[src/rtl/lcd_spi_pkg.sv]
// lcd_spi_pkg: definitions shared by the LCD SPI receiver and the LCD driver.
//   - ST7789-style command opcodes used on the link
//   - byte-level decoder state encoding
//   - param_len(): number of parameter bytes a command takes
package lcd_spi_pkg;

  // Command opcodes.
  localparam logic [7:0] CMD_SLPIN   = 8'h10;
  localparam logic [7:0] CMD_SLPOUT  = 8'h11;
  localparam logic [7:0] CMD_DISPOFF = 8'h28;
  localparam logic [7:0] CMD_DISPON  = 8'h29;
  localparam logic [7:0] CMD_CASET   = 8'h2A;
  localparam logic [7:0] CMD_RASET   = 8'h2B;
  localparam logic [7:0] CMD_RAMWR   = 8'h2C;
  localparam logic [7:0] CMD_MADCTL  = 8'h36;
  localparam logic [7:0] CMD_COLMOD  = 8'h3A;

  // Byte decoder states.
  typedef enum logic [2:0] {
    S_CMD    = 3'd0,
    S_PARAM  = 3'd1,
    S_PIX_HI = 3'd2,
    S_PIX_LO = 3'd3,
    S_SKIP   = 3'd4
  } rx_state_e;

  // Number of parameter bytes collected for a command (0 = none tracked).
  function automatic logic [2:0] param_len(input logic [7:0] cmd);
    logic [2:0] len;
    case (cmd)
      CMD_CASET, CMD_RASET:   len = 3'd4;
      CMD_MADCTL, CMD_COLMOD: len = 3'd1;
      default:                len = 3'd0;
    endcase
    return len;
  endfunction

endpackage

[src/rtl/lcd_spi_rx_if.sv]
// lcd_spi_rx_if: 4-wire LCD SPI link (mode 0, MSB first).
//   sclk : serial clock, idle low
//   cs_n : chip select, active low
//   dc   : 0 = command byte, 1 = data/parameter byte
//   mosi : serial data
// master modport drives the link (LCD driver / testbench),
// slave modport receives it (panel model).
interface lcd_spi_rx_if;
  logic sclk;
  logic cs_n;
  logic dc;
  logic mosi;

  modport master (output sclk, output cs_n, output dc, output mosi);
  modport slave  (input sclk, input cs_n, input dc, input mosi);
endinterface

[src/rtl/lcd_spi_rx_byte.sv]
// lcd_spi_rx_byte: byte framer for the LCD SPI receiver.
// Synchronizes the four SPI inputs into clk, detects rising sclk edges while
// cs_n is low and assembles MSB-first bytes.
// Ports:
//   clk, resetn        system clock, async active-low reset
//   spi_sclk/cs_n/dc/mosi  raw (asynchronous) SPI inputs
//   byte_rdy           1-cycle pulse when a full byte has been received
//   rx_byte            received byte (valid with byte_rdy)
//   byte_dc            dc level sampled with the 8th bit
//   frame_err_set      1-cycle pulse when cs_n rises with a partial byte
module lcd_spi_rx_byte #(
  parameter int SYNC_STAGES = 2
) (
  input  logic       clk,
  input  logic       resetn,
  input  logic       spi_sclk,
  input  logic       spi_cs_n,
  input  logic       spi_dc,
  input  logic       spi_mosi,
  output logic       byte_rdy,
  output logic [7:0] rx_byte,
  output logic       byte_dc,
  output logic       frame_err_set
);

  logic [SYNC_STAGES-1:0] sclk_sync_r;
  logic [SYNC_STAGES-1:0] cs_sync_r;
  logic [SYNC_STAGES-1:0] dc_sync_r;
  logic [SYNC_STAGES-1:0] mosi_sync_r;
  logic                   sclk_prev_r;
  logic [6:0]             shift_r;
  logic [2:0]             bit_cnt_r;

  logic sclk_s;
  logic cs_n_s;
  logic dc_s;
  logic mosi_s;
  logic sclk_rise_s;

  // All four inputs go through equal-depth chains so mosi/dc stay aligned
  // with the sclk edge that samples them.
  assign sclk_s      = sclk_sync_r[SYNC_STAGES-1];
  assign cs_n_s      = cs_sync_r[SYNC_STAGES-1];
  assign dc_s        = dc_sync_r[SYNC_STAGES-1];
  assign mosi_s      = mosi_sync_r[SYNC_STAGES-1];
  assign sclk_rise_s = sclk_s & ~sclk_prev_r;

  // Input synchronizer chains and sclk edge history.
  always_ff @(posedge clk or negedge resetn) begin
    if (!resetn) begin
      sclk_sync_r <= {SYNC_STAGES{1'b0}};
      cs_sync_r   <= {SYNC_STAGES{1'b1}};
      dc_sync_r   <= {SYNC_STAGES{1'b0}};
      mosi_sync_r <= {SYNC_STAGES{1'b0}};
      sclk_prev_r <= 1'b0;
    end else begin
      sclk_sync_r <= {sclk_sync_r[SYNC_STAGES-2:0], spi_sclk};
      cs_sync_r   <= {cs_sync_r[SYNC_STAGES-2:0], spi_cs_n};
      dc_sync_r   <= {dc_sync_r[SYNC_STAGES-2:0], spi_dc};
      mosi_sync_r <= {mosi_sync_r[SYNC_STAGES-2:0], spi_mosi};
      sclk_prev_r <= sclk_s;
    end
  end

  // Shift register, bit counter and byte/framing-error strobes.
  always_ff @(posedge clk or negedge resetn) begin
    if (!resetn) begin
      shift_r       <= 7'd0;
      bit_cnt_r     <= 3'd0;
      byte_rdy      <= 1'b0;
      rx_byte       <= 8'd0;
      byte_dc       <= 1'b0;
      frame_err_set <= 1'b0;
    end else begin
      byte_rdy      <= 1'b0;
      frame_err_set <= 1'b0;
      if (cs_n_s) begin
        // Deselect drops any partial byte; a non-zero count means the
        // master cut a byte short.
        if (bit_cnt_r != 3'd0) begin
          frame_err_set <= 1'b1;
        end
        bit_cnt_r <= 3'd0;
      end else if (sclk_rise_s) begin
        if (bit_cnt_r == 3'd7) begin
          byte_rdy  <= 1'b1;
          rx_byte   <= {shift_r, mosi_s};
          byte_dc   <= dc_s;
          bit_cnt_r <= 3'd0;
        end else begin
          shift_r   <= {shift_r[5:0], mosi_s};
          bit_cnt_r <= bit_cnt_r + 3'd1;
        end
      end
    end
  end

endmodule

[src/rtl/lcd_spi_rx.sv]
// lcd_spi_rx: receive side of a 4-wire ST7789-style LCD SPI link.
// Decodes command/parameter bytes, holds the window and mode registers and
// turns RAMWR data into addressed RGB565 pixel writes.
// Ports:
//   clk, resetn   system clock (sclk <= clk/4), async active-low reset
//   spi           SPI link, slave side
//   cmd_valid     1-cycle pulse per command byte, cmd_byte holds it
//   pix_valid     1-cycle pulse per pixel with pix_x, pix_y, pix_data
//   sleep_out     set by SLPOUT, cleared by SLPIN
//   disp_on       set by DISPON, cleared by DISPOFF
//   madctl        parameter of MADCTL
//   colmod        parameter of COLMOD (does not affect pixel assembly)
//   frame_err     sticky, cs_n rose mid-byte; cleared only by reset
module lcd_spi_rx
  import lcd_spi_pkg::*;
#(
  parameter int SYNC_STAGES = 2,
  parameter int ADDR_W      = 9,
  parameter int XE_RST      = 239,
  parameter int YE_RST      = 319
) (
  input  logic              clk,
  input  logic              resetn,
  lcd_spi_rx_if.slave       spi,
  output logic              cmd_valid,
  output logic [7:0]        cmd_byte,
  output logic              pix_valid,
  output logic [ADDR_W-1:0] pix_x,
  output logic [ADDR_W-1:0] pix_y,
  output logic [15:0]       pix_data,
  output logic              sleep_out,
  output logic              disp_on,
  output logic [7:0]        madctl,
  output logic [7:0]        colmod,
  output logic              frame_err
);

  localparam logic [ADDR_W-1:0] ADDR_ONE = {{(ADDR_W-1){1'b0}}, 1'b1};
  localparam logic [ADDR_W-1:0] ADDR_XE0 = ADDR_W'(XE_RST);
  localparam logic [ADDR_W-1:0] ADDR_YE0 = ADDR_W'(YE_RST);

  // Window address from a big-endian parameter pair, truncated to ADDR_W.
  function automatic logic [ADDR_W-1:0] win_addr(input logic [7:0] hi,
                                                 input logic [7:0] lo);
    logic [15:0] word;
    word = {hi, lo};
    return word[ADDR_W-1:0];
  endfunction

  logic       byte_rdy_s;
  logic [7:0] rx_byte_s;
  logic       byte_dc_s;
  logic       frame_err_set_s;

  rx_state_e  state_r;
  rx_state_e  state_nxt_s;

  logic [7:0] cmd_r;        // command whose parameters are being collected
  logic [2:0] param_cnt_r;
  logic [7:0] param0_r;
  logic [7:0] param1_r;
  logic [7:0] param2_r;
  logic [7:0] pix_hi_r;

  logic [ADDR_W-1:0] xs_r;
  logic [ADDR_W-1:0] xe_r;
  logic [ADDR_W-1:0] ys_r;
  logic [ADDR_W-1:0] ye_r;
  logic [ADDR_W-1:0] cur_x_r;
  logic [ADDR_W-1:0] cur_y_r;
  logic [ADDR_W-1:0] nxt_x_s;
  logic [ADDR_W-1:0] nxt_y_s;

  logic cmd_evt_s;
  logic dat_evt_s;
  logic param_last_s;

  lcd_spi_rx_byte #(
    .SYNC_STAGES (SYNC_STAGES)
  ) u_byte (
    .clk           (clk),
    .resetn        (resetn),
    .spi_sclk      (spi.sclk),
    .spi_cs_n      (spi.cs_n),
    .spi_dc        (spi.dc),
    .spi_mosi      (spi.mosi),
    .byte_rdy      (byte_rdy_s),
    .rx_byte       (rx_byte_s),
    .byte_dc       (byte_dc_s),
    .frame_err_set (frame_err_set_s)
  );

  assign cmd_evt_s    = byte_rdy_s & ~byte_dc_s;
  assign dat_evt_s    = byte_rdy_s & byte_dc_s;
  assign param_last_s = (param_cnt_r == (param_len(cmd_r) - 3'd1));

  // Decoder state register.
  always_ff @(posedge clk or negedge resetn) begin
    if (!resetn) begin
      state_r <= S_CMD;
    end else begin
      state_r <= state_nxt_s;
    end
  end

  // Next-state logic: a command byte restarts decoding from any state.
  always_comb begin
    state_nxt_s = state_r;
    if (cmd_evt_s) begin
      case (rx_byte_s)
        CMD_CASET, CMD_RASET, CMD_MADCTL, CMD_COLMOD: state_nxt_s = S_PARAM;
        CMD_RAMWR:                                    state_nxt_s = S_PIX_HI;
        CMD_SLPIN, CMD_SLPOUT, CMD_DISPOFF, CMD_DISPON: state_nxt_s = S_CMD;
        default:                                      state_nxt_s = S_SKIP;
      endcase
    end else if (dat_evt_s) begin
      case (state_r)
        S_PARAM: begin
          if (param_last_s) begin
            state_nxt_s = S_CMD;
          end else begin
            state_nxt_s = S_PARAM;
          end
        end
        S_PIX_HI: state_nxt_s = S_PIX_LO;
        S_PIX_LO: state_nxt_s = S_PIX_HI;
        S_CMD:    state_nxt_s = S_CMD;
        S_SKIP:   state_nxt_s = S_SKIP;
        default:  state_nxt_s = S_CMD;
      endcase
    end else begin
      state_nxt_s = state_r;
    end
  end

  // Cursor advance. ">=" also covers a degenerate window (start > end):
  // the cursor sits at the start, which already exceeds the end, so the
  // axis wraps every pixel and behaves as a single column/row.
  always_comb begin
    nxt_x_s = cur_x_r;
    nxt_y_s = cur_y_r;
    if (cur_x_r >= xe_r) begin
      nxt_x_s = xs_r;
      if (cur_y_r >= ye_r) begin
        nxt_y_s = ys_r;
      end else begin
        nxt_y_s = cur_y_r + ADDR_ONE;
      end
    end else begin
      nxt_x_s = cur_x_r + ADDR_ONE;
      nxt_y_s = cur_y_r;
    end
  end

  // Command decode, parameter collection, window registers and pixel output.
  always_ff @(posedge clk or negedge resetn) begin
    if (!resetn) begin
      cmd_valid   <= 1'b0;
      cmd_byte    <= 8'h00;
      pix_valid   <= 1'b0;
      pix_x       <= {ADDR_W{1'b0}};
      pix_y       <= {ADDR_W{1'b0}};
      pix_data    <= 16'h0000;
      sleep_out   <= 1'b0;
      disp_on     <= 1'b0;
      madctl      <= 8'h00;
      colmod      <= 8'h66;
      frame_err   <= 1'b0;
      cmd_r       <= 8'h00;
      param_cnt_r <= 3'd0;
      param0_r    <= 8'h00;
      param1_r    <= 8'h00;
      param2_r    <= 8'h00;
      pix_hi_r    <= 8'h00;
      xs_r        <= {ADDR_W{1'b0}};
      xe_r        <= ADDR_XE0;
      ys_r        <= {ADDR_W{1'b0}};
      ye_r        <= ADDR_YE0;
      cur_x_r     <= {ADDR_W{1'b0}};
      cur_y_r     <= {ADDR_W{1'b0}};
    end else begin
      cmd_valid <= 1'b0;
      pix_valid <= 1'b0;
      if (frame_err_set_s) begin
        frame_err <= 1'b1;
      end
      if (cmd_evt_s) begin
        cmd_valid   <= 1'b1;
        cmd_byte    <= rx_byte_s;
        cmd_r       <= rx_byte_s;
        param_cnt_r <= 3'd0;
        case (rx_byte_s)
          CMD_SLPIN:   sleep_out <= 1'b0;
          CMD_SLPOUT:  sleep_out <= 1'b1;
          CMD_DISPOFF: disp_on   <= 1'b0;
          CMD_DISPON:  disp_on   <= 1'b1;
          CMD_RAMWR: begin
            cur_x_r <= xs_r;
            cur_y_r <= ys_r;
          end
          default: ;
        endcase
      end else if (dat_evt_s) begin
        case (state_r)
          S_PARAM: begin
            param_cnt_r <= param_cnt_r + 3'd1;
            if (param_last_s) begin
              // Whole list received: commit everything at once so an
              // aborted list never leaves a half-updated window.
              case (cmd_r)
                CMD_CASET: begin
                  xs_r <= win_addr(param0_r, param1_r);
                  xe_r <= win_addr(param2_r, rx_byte_s);
                end
                CMD_RASET: begin
                  ys_r <= win_addr(param0_r, param1_r);
                  ye_r <= win_addr(param2_r, rx_byte_s);
                end
                CMD_MADCTL: madctl <= rx_byte_s;
                CMD_COLMOD: colmod <= rx_byte_s;
                default: ;
              endcase
            end else begin
              case (param_cnt_r)
                3'd0:    param0_r <= rx_byte_s;
                3'd1:    param1_r <= rx_byte_s;
                3'd2:    param2_r <= rx_byte_s;
                default: ;
              endcase
            end
          end
          S_PIX_HI: pix_hi_r <= rx_byte_s;
          S_PIX_LO: begin
            pix_valid <= 1'b1;
            pix_x     <= cur_x_r;
            pix_y     <= cur_y_r;
            pix_data  <= {pix_hi_r, rx_byte_s};
            cur_x_r   <= nxt_x_s;
            cur_y_r   <= nxt_y_s;
          end
          default: ;
        endcase
      end
    end
  end

endmodule

[src/flat_wrapper.sv]
// flat-port wrapper written by rule: the top's interface ports become plain ports
module lcd_spi_rx_flat import lcd_spi_pkg::*;
#(
  parameter int SYNC_STAGES = 2,
  parameter int ADDR_W      = 9,
  parameter int XE_RST      = 239,
  parameter int YE_RST      = 319
)
  (clk, resetn, cmd_valid, cmd_byte, pix_valid, pix_x, pix_y, pix_data, sleep_out, disp_on, madctl, colmod, frame_err, spi_sclk, spi_cs_n, spi_dc, spi_mosi);
  lcd_spi_rx_if spi_i ();
  input  logic clk;
  input  logic resetn;
  output logic cmd_valid;
  output logic [7:0] cmd_byte;
  output logic pix_valid;
  output logic [ADDR_W-1:0] pix_x;
  output logic [ADDR_W-1:0] pix_y;
  output logic [15:0] pix_data;
  output logic sleep_out;
  output logic disp_on;
  output logic [7:0] madctl;
  output logic [7:0] colmod;
  output logic frame_err;
  input wire logic [$bits(spi_i.sclk)-1:0] spi_sclk;
  input wire logic [$bits(spi_i.cs_n)-1:0] spi_cs_n;
  input wire logic [$bits(spi_i.dc)-1:0] spi_dc;
  input wire logic [$bits(spi_i.mosi)-1:0] spi_mosi;
  assign spi_i.sclk = spi_sclk;
  assign spi_i.cs_n = spi_cs_n;
  assign spi_i.dc = spi_dc;
  assign spi_i.mosi = spi_mosi;
  lcd_spi_rx #(.SYNC_STAGES(SYNC_STAGES), .ADDR_W(ADDR_W), .XE_RST(XE_RST), .YE_RST(YE_RST)) u_core (.clk(clk), .resetn(resetn), .spi(spi_i), .cmd_valid(cmd_valid), .cmd_byte(cmd_byte), .pix_valid(pix_valid), .pix_x(pix_x), .pix_y(pix_y), .pix_data(pix_data), .sleep_out(sleep_out), .disp_on(disp_on), .madctl(madctl), .colmod(colmod), .frame_err(frame_err));
endmodule
[config.mk]
export PLATFORM = sky130hd
export DESIGN_NAME = lcd_spi_rx_flat
export DESIGN_NICKNAME = d
export VERILOG_FILES = /design/src/rtl/lcd_spi_pkg.sv /design/src/rtl/lcd_spi_rx_if.sv /design/src/rtl/lcd_spi_rx_byte.sv /design/src/rtl/lcd_spi_rx.sv /design/src/flat_wrapper.sv
export SDC_FILE = /design/constraint.sdc
export NUM_CORES = 1
export LEC_CHECK = 0
export ABC_CLOCK_PERIOD_IN_PS = 4100
export BUFFER_PORTS_ARGS = -buffer_cell sky130_fd_sc_hd__buf_2
export CAP_MARGIN = 20
export CORE_MARGIN = 8
export CORE_UTILIZATION = 45
export DETAILED_ROUTE_END_ITERATION = 12
export SYNTH_ARGS = -nofsm -noshare
export SYNTH_HDL_FRONTEND = slang
export SYNTH_SLANG_ARGS = --single-unit
[constraint.sdc]
create_clock -name clk -period 4.1 [get_ports clk]
set_input_delay 0.41 -clock clk [delete_from_list [all_inputs] [get_ports clk]]
set_output_delay 0.41 -clock clk [all_outputs]
set_load 0.005 [all_outputs]
==> results of run 1 <==
==> registers in the layout, indices dropped and copies added (netlist names), 9 cells and up <==
| name | count |
|---|---|
| u_core.cur_x_r | 9 |
| u_core.cur_y_r | 9 |
| u_core.pix_data | 16 |
| u_core.pix_x | 9 |
| u_core.pix_y | 9 |
| u_core.xe_r | 9 |
| u_core.xs_r | 9 |
| u_core.ye_r | 9 |
| u_core.ys_r | 9 |
==> worst min path at each step <==
| stage | startpoint | end | slack, ns | depth (start not counted) |
|---|---|---|---|---|
| 2_1_floorplan | resetn | u_core.cmd_byte[0] | 0.11 | 0 |
| 3_3_place_gp | u_core.u_byte.mosi_sync_r[0] | u_core.u_byte.mosi_sync_r[1] | 0.34 | 0 |
| 3_5_place_dp | u_core.u_byte.mosi_sync_r[0] | u_core.u_byte.mosi_sync_r[1] | 0.34 | 0 |
| 4_1_cts | spi_cs_n | u_core.u_byte.cs_sync_r[0] | 0.07 | 1 |
| 5_1_grt | spi_dc | u_core.u_byte.dc_sync_r[0] | 0.07 | 1 |
| 6_report | resetn | u_core.pix_y[2] | 0.09 | 1 |
==> worst max-delay path: stages, from the launching register on <==
cell and delay, ns:
sky130_fd_sc_hd__dfrtp_1 0.39, sky130_fd_sc_hd__or3b_4 0.44, sky130_fd_sc_hd__nor4b_4 0.37, sky130_fd_sc_hd__o21ai_2 0.11, sky130_fd_sc_hd__xor2_1 0.19, sky130_fd_sc_hd__or4_1 0.98
sky130_fd_sc_hd__mux2_4 0.45
==> per-stage QoR <==
stage               util (%)  area [µm²]  std cells  power, W  worst slack [ns]
finish                  53.0        8820        903   0.00348              1.04
global route            53.0        8820        903   0.00361             0.916
CTS                     52.9        8810        902   0.00353              1.05
detailed placement      49.2        8190        871   0.00185              1.06
global placement        49.2        8190        871   0.00184              1.11
floorplan                  -        7660        605   0.00180              1.38
==> logic make-up after synthesis <==
group,after synthesis
muxes,131
buffers and inverters,58
DFF,171
adders and majority gates,27
AOI/OAI and AO/OA,76
xor gates and xnor gates,5
and+or+nand+nor,137
==> where the power goes <==
group          internal [W]  switching, W  leakage [nW]  total (W)
Sequential          0.00172     0.0000210          2.28    0.00174
Clock               0.00103      0.000631         0.297    0.00166
Combinational     0.0000285     0.0000422          1.79  0.0000707
==> cell usage after synthesis (4+ instances only) <==
library cell	count	area, µm²
sky130_fd_sc_hd__a2bb2oi_1	7	61.3
sky130_fd_sc_hd__mux2i_1	10	100
sky130_fd_sc_hd__or4_1	4	30.0
sky130_fd_sc_hd__nor2b_1	4	25.0
sky130_fd_sc_hd__nor2_1	19	71.3
sky130_fd_sc_hd__o211ai_1	4	30.0
sky130_fd_sc_hd__a31oi_1	5	31.3
sky130_fd_sc_hd__and3_1	4	25.0
sky130_fd_sc_hd__dfrtp_1	151	3780
sky130_fd_sc_hd__inv_1	29	109
sky130_fd_sc_hd__dfstp_2	20	526
sky130_fd_sc_hd__a21oi_1	25	125
sky130_fd_sc_hd__buf_1	4	15.0
sky130_fd_sc_hd__nor3b_1	5	37.5
sky130_fd_sc_hd__ha_1	27	338
sky130_fd_sc_hd__mux2_4	20	300
sky130_fd_sc_hd__nand2b_1	8	50.1
sky130_fd_sc_hd__clkbuf_1	20	75.1
sky130_fd_sc_hd__mux2_2	100	1130
sky130_fd_sc_hd__nand3_1	17	85.1
sky130_fd_sc_hd__nor3_1	7	35.0
sky130_fd_sc_hd__nand2_1	51	191
sky130_fd_sc_hd__o21ai_0	17	85.1
==> metal layers <==
layer / track usage, % / vias up / routed length (µm)
met5: 0 / - / 0
met4: 4.07 / 0 / 105
met3: 5.01 / 8 / 785
met2: 26.5 / 72 / 8100
met1: 19.3 / 2436 / 7180
li1: - / 2264 / -
==> layout make-up <==
cell class              instances  area (µm²)
well taps                     220         275
fillers                      1425        7830
multi-input cells             376        3090
flip-flops and latches        171        4300
inverters                      29         109
clock buffers                  20         447
repair buffers                 76         419
clock inverters                11         168
==> flow_summary.ini, run 1 <==
[outcome]
run_status = complete, no violations

[setup_path]
crit_fanout = 18
worst-r2r-setup-slack_ns = 1.04
crit_path_dat_ns = 3.36
r2r-start = u_core.cmd_byte[7]
reg2reg_to = u_core.xe_r[4]
worst_setup_path_startpoint = u_core.cmd_byte[7]
timing.critical_path.to_type = flop
worstRegToRegCells = 6
cp-endpoint = u_core.xe_r[4]
timing.critical_path.from_type = flop
worstSetupPathType = reg2reg
cp_data_required_time_ns = 4.40

[floorplan]
io_pins = 69
initial_util_pct = 46.0
chip_height_um = 147
core_region_area_um2 = 16600
die_footprint_um2 = 21500
rows = 47
die_w_um = 147

[logic_synthesis]
synth_compound_gate_area_share_pct = 6.20
post_synth_instance_area_um2 = 7660
main_combinational_cell_family_by_area_after_synthesis = multiplexers
muxShareOfSynthArea_pct = 20.1
syn_avg_cell_area_um2 = 12.7
postSynthRegisterBits = 171
synth-adder-area-share_pct = 4.41
postSynth.asyncResetShare_pct = 100
syn-num-nets = 638
syn_inst = 605
synth_ff_type = sky130_fd_sc_hd__dfrtp_1
synthesis_warnings = 0
post_synth_and_or_nand_nor_area_fraction_pct = 9.11
synth.yosys.seq_area_share_pct = 56.2
synth-edff-count = 0
yosys.area_share.xor_xnor_pct = 0.571
synthDistinctLibCells = 54

[clock_network]
clock_tree.htree_level_count = 4
post_cts_buffers = 0
cts_tree = built
cts_made_buffers = 17
cts_repair_resizes = 0
root_buffer = sky130_fd_sc_hd__clkbuf_16
cts-hold-fix-buffers = 0
clk-insertion-delay-late_ns = 0.42
cts.sink_count = 171
path_clk_slew_ns = 0.06
number_of_buffers_on_the_longest_clock_path = 2

[route]
detail_route.wl_per_cell_um = 17.9
via_per_inst = 5.29
postRouteWirelength_um = 16200
drtIter0Drc = 170
drc_violations = 0
via_count = 4780
drtPass1Iterations = 4
drt.antenna.violating_nets = 0

[sta]
worstMarginPinSlew_ns = 1.02
timing.setup.tns_ns = 0
unrepaired_setup_endpoints_after_global_routing = false
number_of_max_slew_violations_in_the_final_report = 0
period_share_pct = 74.7
layout_min_cycle_time_ns = 3.06
timing.max_slew.rel_slack_pct = 31.7
achievable-frequency_mhz = 326
timing.hold.ws_ns = 0.0855
skew_ns = 0.00944
report.final.hold_viol_count = 0
setup_viol_count_final = 0

[placed_design]
buffer_ports.inserted = 68
hpwl_um = 11100
place.gp.congestion = 0.786

[final_layout]
most_used_cells_in_the_layout_excluding_fill_and_tap_cells = sky130_fd_sc_hd__dfrtp_1 (151), sky130_fd_sc_hd__mux2_2 (100), sky130_fd_sc_hd__buf_2 (67)
fraction_of_final_layout_cells_with_drive_strength_greater_than_1_pct = 36.9
num_antenna_cells = 0
commonest_non_fill_non_tap_cell_in_the_layout = sky130_fd_sc_hd__dfrtp_1
area_growth_pct = 15.0
final_nets = 704

[global_route]
overall_overflow_remaining_after_global_route = 0
globalRouteTotalUtil_pct = 15.8
grt_antenna_before_repair = 0
grt_start_max_net_pins = 105
global_route_wire_length_before_repair_um = 27000
via_count_of_the_first_global_routing_pass = 5111

[power_and_ir_drop]
total_leakage_power_nw = 4.37
vdd.ir_drop.worst_mv = 0.275
total_power_per_unit_cell_area_nw_per_um2 = 395

[run]
drv.max_cap_violation_count = 0

[worst_hold_path]
timing.hold.worst.class = in2async
Power figures use the tool's default switching activity.
==> inputs of run 2 (changes only) <==
--- a/config.mk
+++ b/config.mk
@@ -5,12 +5,14 @@
 export SDC_FILE = /design/constraint.sdc
 export NUM_CORES = 1
 export LEC_CHECK = 0
-export ABC_CLOCK_PERIOD_IN_PS = 4100
+export ABC_AREA = 1
+export ABC_CLOCK_PERIOD_IN_PS = 2500
 export BUFFER_PORTS_ARGS = -buffer_cell sky130_fd_sc_hd__buf_2
 export CAP_MARGIN = 20
 export CORE_MARGIN = 8
 export CORE_UTILIZATION = 45
 export DETAILED_ROUTE_END_ITERATION = 12
+export PLACE_DENSITY = 0.65
 export SYNTH_ARGS = -nofsm -noshare
 export SYNTH_HDL_FRONTEND = slang
 export SYNTH_SLANG_ARGS = --single-unit
==> constraint.sdc (replaced) <==
create_clock -name clk -period 2.5 [get_ports clk]
set_input_delay 0.25 -clock clk [delete_from_list [all_inputs] [get_ports clk]]
set_output_delay 0.25 -clock clk [all_outputs]
set_load 0.005 [all_outputs]
==> run 2 against run 1 <==
Net effect:
- flip-flop and latch count unchanged
- final area grew 5.3%
- register-to-register slack worse by 0.74 ns
- setup slack worse by 0.74 ns
- clock power increased by 73%
- global-route usage rose by 0.67 points
- sequential power is 63% higher
- clock skew is 0.00068 ns lower
- clock-buffer cell count increased by 1
- wire length increased by 8.0%
- critical endpoint is now u_core.cur_y_r[1]
- largest cell class unchanged
==> flow_summary.ini, run 2 <==
[outcome]
run_status = complete, no violations

[setup_path]
crit_path_dat_ns = 2.54
timing.critical_path.to_type = flop
cpMaxStageDelayCell = sky130_fd_sc_hd__dfstp_2
timing.critical_path.mode_cell = sky130_fd_sc_hd__nand2_1
worstRegToRegCells = 10
reg2reg_to = u_core.cur_y_r[1]
crit_fanout = 11
path_depth = 10
timing.critical_path.slowest_cell_delay_ns = 0.53
cp_data_required_time_ns = 2.84
worst-r2r-setup-slack_ns = 0.30
cp_top_family = simple AND/OR/NAND/NOR gates
critical_path.cell_chain = inv_1, ha_1, nand3_1, nor2_2, nand2_1, nand3_1, nand2_1, a21oi_2, nand2_1, o21ai_1
worstSetupPathType = reg2reg
worstPathBufferInverterCount = 1
r2r-start = u_core.xe_r[6]
timing.critical_path.from_type = flop

[placed_design]
place.gp.congestion = 0.830
hpwl_um = 12400
buffer_ports.inserted = 68

[route]
drtPass1Iterations = 5
via_per_inst = 4.91
drc_violations = 0
postRouteWirelength_um = 17500
via_count = 5875
drtIter0Drc = 412
detail_route.wl_per_cell_um = 14.6
drt.antenna.violating_nets = 0

[power_and_ir_drop]
power.share.sequential_pct = 48.7
p_sw_share_pct = 20.1
clockPowerShare_pct = 49.4
total_power_per_unit_cell_area_nw_per_um2 = 627
p_comb_share_pct = 1.9
cell_internal_pwr_w = 0.00465
report.power.total_w = 0.00582
vdd.ir_drop.worst_mv = 0.575
switchingPower_w = 0.00117
total_leakage_power_nw = 4.46

[final_layout]
most_used_cells_in_the_layout_excluding_fill_and_tap_cells = sky130_fd_sc_hd__nand2_1 (275), sky130_fd_sc_hd__dfrtp_1 (151), sky130_fd_sc_hd__inv_1 (82)
fraction_of_final_layout_cells_with_drive_strength_greater_than_1_pct = 21.6
commonest_non_fill_non_tap_cell_in_the_layout = sky130_fd_sc_hd__nand2_1
combined_flip_flop_and_latch_cell_area_um2 = 4300
n_fill_cell = 1667
area_growth_pct = 15.7
final_nets = 988
largest-register = u_core.pix_data
multi_input_comb_area_um2 = 3190
largest_register_ff_count = 16
num_antenna_cells = 0

[run]
drv.max_cap_violation_count = 0

[worst_hold_path]
holdCritStartpoint = u_core.u_byte.dc_sync_r[0]
hold-path-endpoint = u_core.u_byte.dc_sync_r[1]
worstHoldPathCells = 0
timing.hold.worst.class = reg2reg

[logic_synthesis]
synthesis_warnings = 0
synth.yosys.seq_area_share_pct = 53.7
syn-num-nets = 911
syn_avg_cell_area_um2 = 9.13
synth.top_cells.by_count = sky130_fd_sc_hd__nand2_1 (275), sky130_fd_sc_hd__dfrtp_1 (151), sky130_fd_sc_hd__inv_1 (82)
yosysTopAreaCell = sky130_fd_sc_hd__dfrtp_1
synth-edff-count = 0
synthDistinctLibCells = 48
syn_inst = 878
synth_ff_type = sky130_fd_sc_hd__dfrtp_1
postSynth.asyncResetShare_pct = 100
synth_top_cells_by_area = sky130_fd_sc_hd__dfrtp_1 (47%), sky130_fd_sc_hd__nand2_1 (13%), sky130_fd_sc_hd__dfstp_2 (6.6%), sky130_fd_sc_hd__ha_1 (4.2%), sky130_fd_sc_hd__o21ai_0 (3.9%)
leading_cell_type_by_number_of_instances_after_synthesis = sky130_fd_sc_hd__nand2_1
post_synth_instance_area_um2 = 8020
netlist.area_leader.share_pct = 47.1
postSynthRegisterBits = 171

[sta]
unrepaired_setup_endpoints_after_global_routing = false
number_of_max_slew_violations_in_the_final_report = 0
period_share_pct = 88.0
setup_viol_count_final = 0
timing.max_slew.rel_slack_pct = 32.1
worstMarginPinSlew_ns = 1.01
report.final.hold_viol_count = 0
skew_ns = 0.00876
timing.setup.tns_ns = 0
layout_min_cycle_time_ns = 2.20
achievable-frequency_mhz = 455

[global_route]
grt_start_max_net_pins = 61
via_count_of_the_first_global_routing_pass = 5818
global_route_wire_length_before_repair_um = 29300
globalRouteTotalUtil_pct = 16.5
grt_antenna_before_repair = 1
overall_overflow_remaining_after_global_route = 0

[clock_network]
cts_repair_resizes = 0
post_cts_buffers = 0
path_clk_slew_ns = 0.06
number_of_buffers_on_the_longest_clock_path = 2
root_buffer = sky130_fd_sc_hd__clkbuf_16
cts_made_buffers = 17
clk-insertion-delay-late_ns = 0.42
clock_tree.htree_level_count = 4
cts_tree = built
cts.sink_count = 171
cts-hold-fix-buffers = 5

[floorplan]
core_region_area_um2 = 17700
rows = 49
die_w_um = 150
die_footprint_um2 = 22400
initial_util_pct = 45.3
chip_height_um = 150
io_pins = 69
run 2: cell types whose count changed after synthesis, moves of 11 or more:
| cell | before | now |
|---|---|---|
| sky130_fd_sc_hd__a21oi_1 | 25 | 8 |
| sky130_fd_sc_hd__nand3_1 | 17 | 37 |
| sky130_fd_sc_hd__clkbuf_1 | 20 | 9 |
| sky130_fd_sc_hd__inv_1 | 29 | 82 |
| sky130_fd_sc_hd__nand2_1 | 51 | 275 |
| sky130_fd_sc_hd__o21ai_2 | 1 | 26 |
| sky130_fd_sc_hd__inv_2 | 0 | 11 |
| sky130_fd_sc_hd__mux2_4 | 20 | 0 |
| sky130_fd_sc_hd__mux2_2 | 100 | 2 |
| sky130_fd_sc_hd__o21ai_1 | 0 | 34 |
| sky130_fd_sc_hd__nor2_1 | 19 | 33 |
| sky130_fd_sc_hd__nand4_1 | 3 | 15 |
| sky130_fd_sc_hd__nand2_2 | 0 | 11 |
| sky130_fd_sc_hd__o21ai_0 | 17 | 63 |
run 2: final cells by class:
| type | count | share of cell area, % |
|---|---|---|
| sequential | 171 | 46.4 |
| multi-input combinational | 587 | 34.4 |
| timing repair buffer | 84 | 5.43 |
| clock buffer | 21 | 4.85 |
| inverter | 94 | 3.80 |
| tap | 229 | 3.09 |
| clock inverter | 10 | 2.06 |
run 2: worst max-delay path by stage:
stage / slack (ns) / to / from
2_1_floorplan: 0.55 / u_core.cur_y_r[4] / u_core.xe_r[6]
3_3_place_gp: 0.38 / u_core.cur_y_r[1] / u_core.xe_r[6]
3_5_place_dp: 0.34 / u_core.cur_x_r[4] / u_core.xe_r[6]
4_1_cts: 0.31 / u_core.cur_x_r[5] / u_core.xe_r[6]
5_1_grt: 0.1 / u_core.cur_x_r[4] / u_core.xe_r[6]
6_report: 0.30 / u_core.cur_y_r[1] / u_core.xe_r[6]
run 2: power by group through the flow:
stage               Combinational [W]  Clock (W)  Sequential [W]
floorplan                   0.0000329          0         0.00288
CTS                          0.000117    0.00294         0.00284
finish                       0.000110    0.00287         0.00284
detailed placement           0.000109          0         0.00289
global route                 0.000130    0.00305         0.00284
global placement             0.000107          0         0.00288
run 2: worst register-to-register path, stage by stage, from the launching register on:
cell                      delay, ns
sky130_fd_sc_hd__dfstp_2       0.53
sky130_fd_sc_hd__inv_1         0.04
sky130_fd_sc_hd__ha_1          0.30
sky130_fd_sc_hd__nand3_1       0.10
sky130_fd_sc_hd__nor2_2        0.16
sky130_fd_sc_hd__nand2_1       0.07
sky130_fd_sc_hd__nand3_1       0.06
sky130_fd_sc_hd__nand2_1       0.20
sky130_fd_sc_hd__a21oi_2       0.47
sky130_fd_sc_hd__nand2_1       0.10
sky130_fd_sc_hd__o21ai_1       0.10
run 2: metrics by stage:
step | setup slack [ns] | hold slack, ns | instance area [µm²] | utilization (%) | instances
CTS | 0.307 | 0.349 | 9280 | 52.4 | 1196
detailed placement | 0.337 | 0.273 | 8590 | 48.5 | 1160
finish | 0.300 | 0.348 | 9280 | 52.4 | 1196
global route | 0.0982 | 0.354 | 9280 | 52.4 | 1196
global placement | 0.381 | 0.270 | 8590 | 48.5 | 1160
floorplan | 0.551 | -0.0456 | 8020 | - | 878
run 2: per-layer routing:
metal | wire, µm | track usage [%] | vias to the layer above | part of all wire [%]
met2 | 8130 | 25.9 | 98 | 47
met1 | 8290 | 21.8 | 2770 | 47
met4 | 263 | 4.90 | 2 | 1.5
li1 | - | - | 2987 | -
met3 | 774 | 4.45 | 18 | 4.4
met5 | 13 | 0 | - | 0.074
run 2: cells by family (layout without fill, tap and decap cells):
group / count (synthesis) / in the layout / share of synthesized area, %
XOR/XNOR: 9 / 9 / 0.983
buffers and inverters: 120 / 209 / 6.57
AO/OA/AOI/OAI: 142 / 142 / 10.8
flip-flops: 171 / 171 / 53.7
multiplexers: 2 / 2 / 0.281
adder cells (fa/ha/maj): 27 / 27 / 4.21
AND/OR/NAND/NOR: 407 / 407 / 23.5
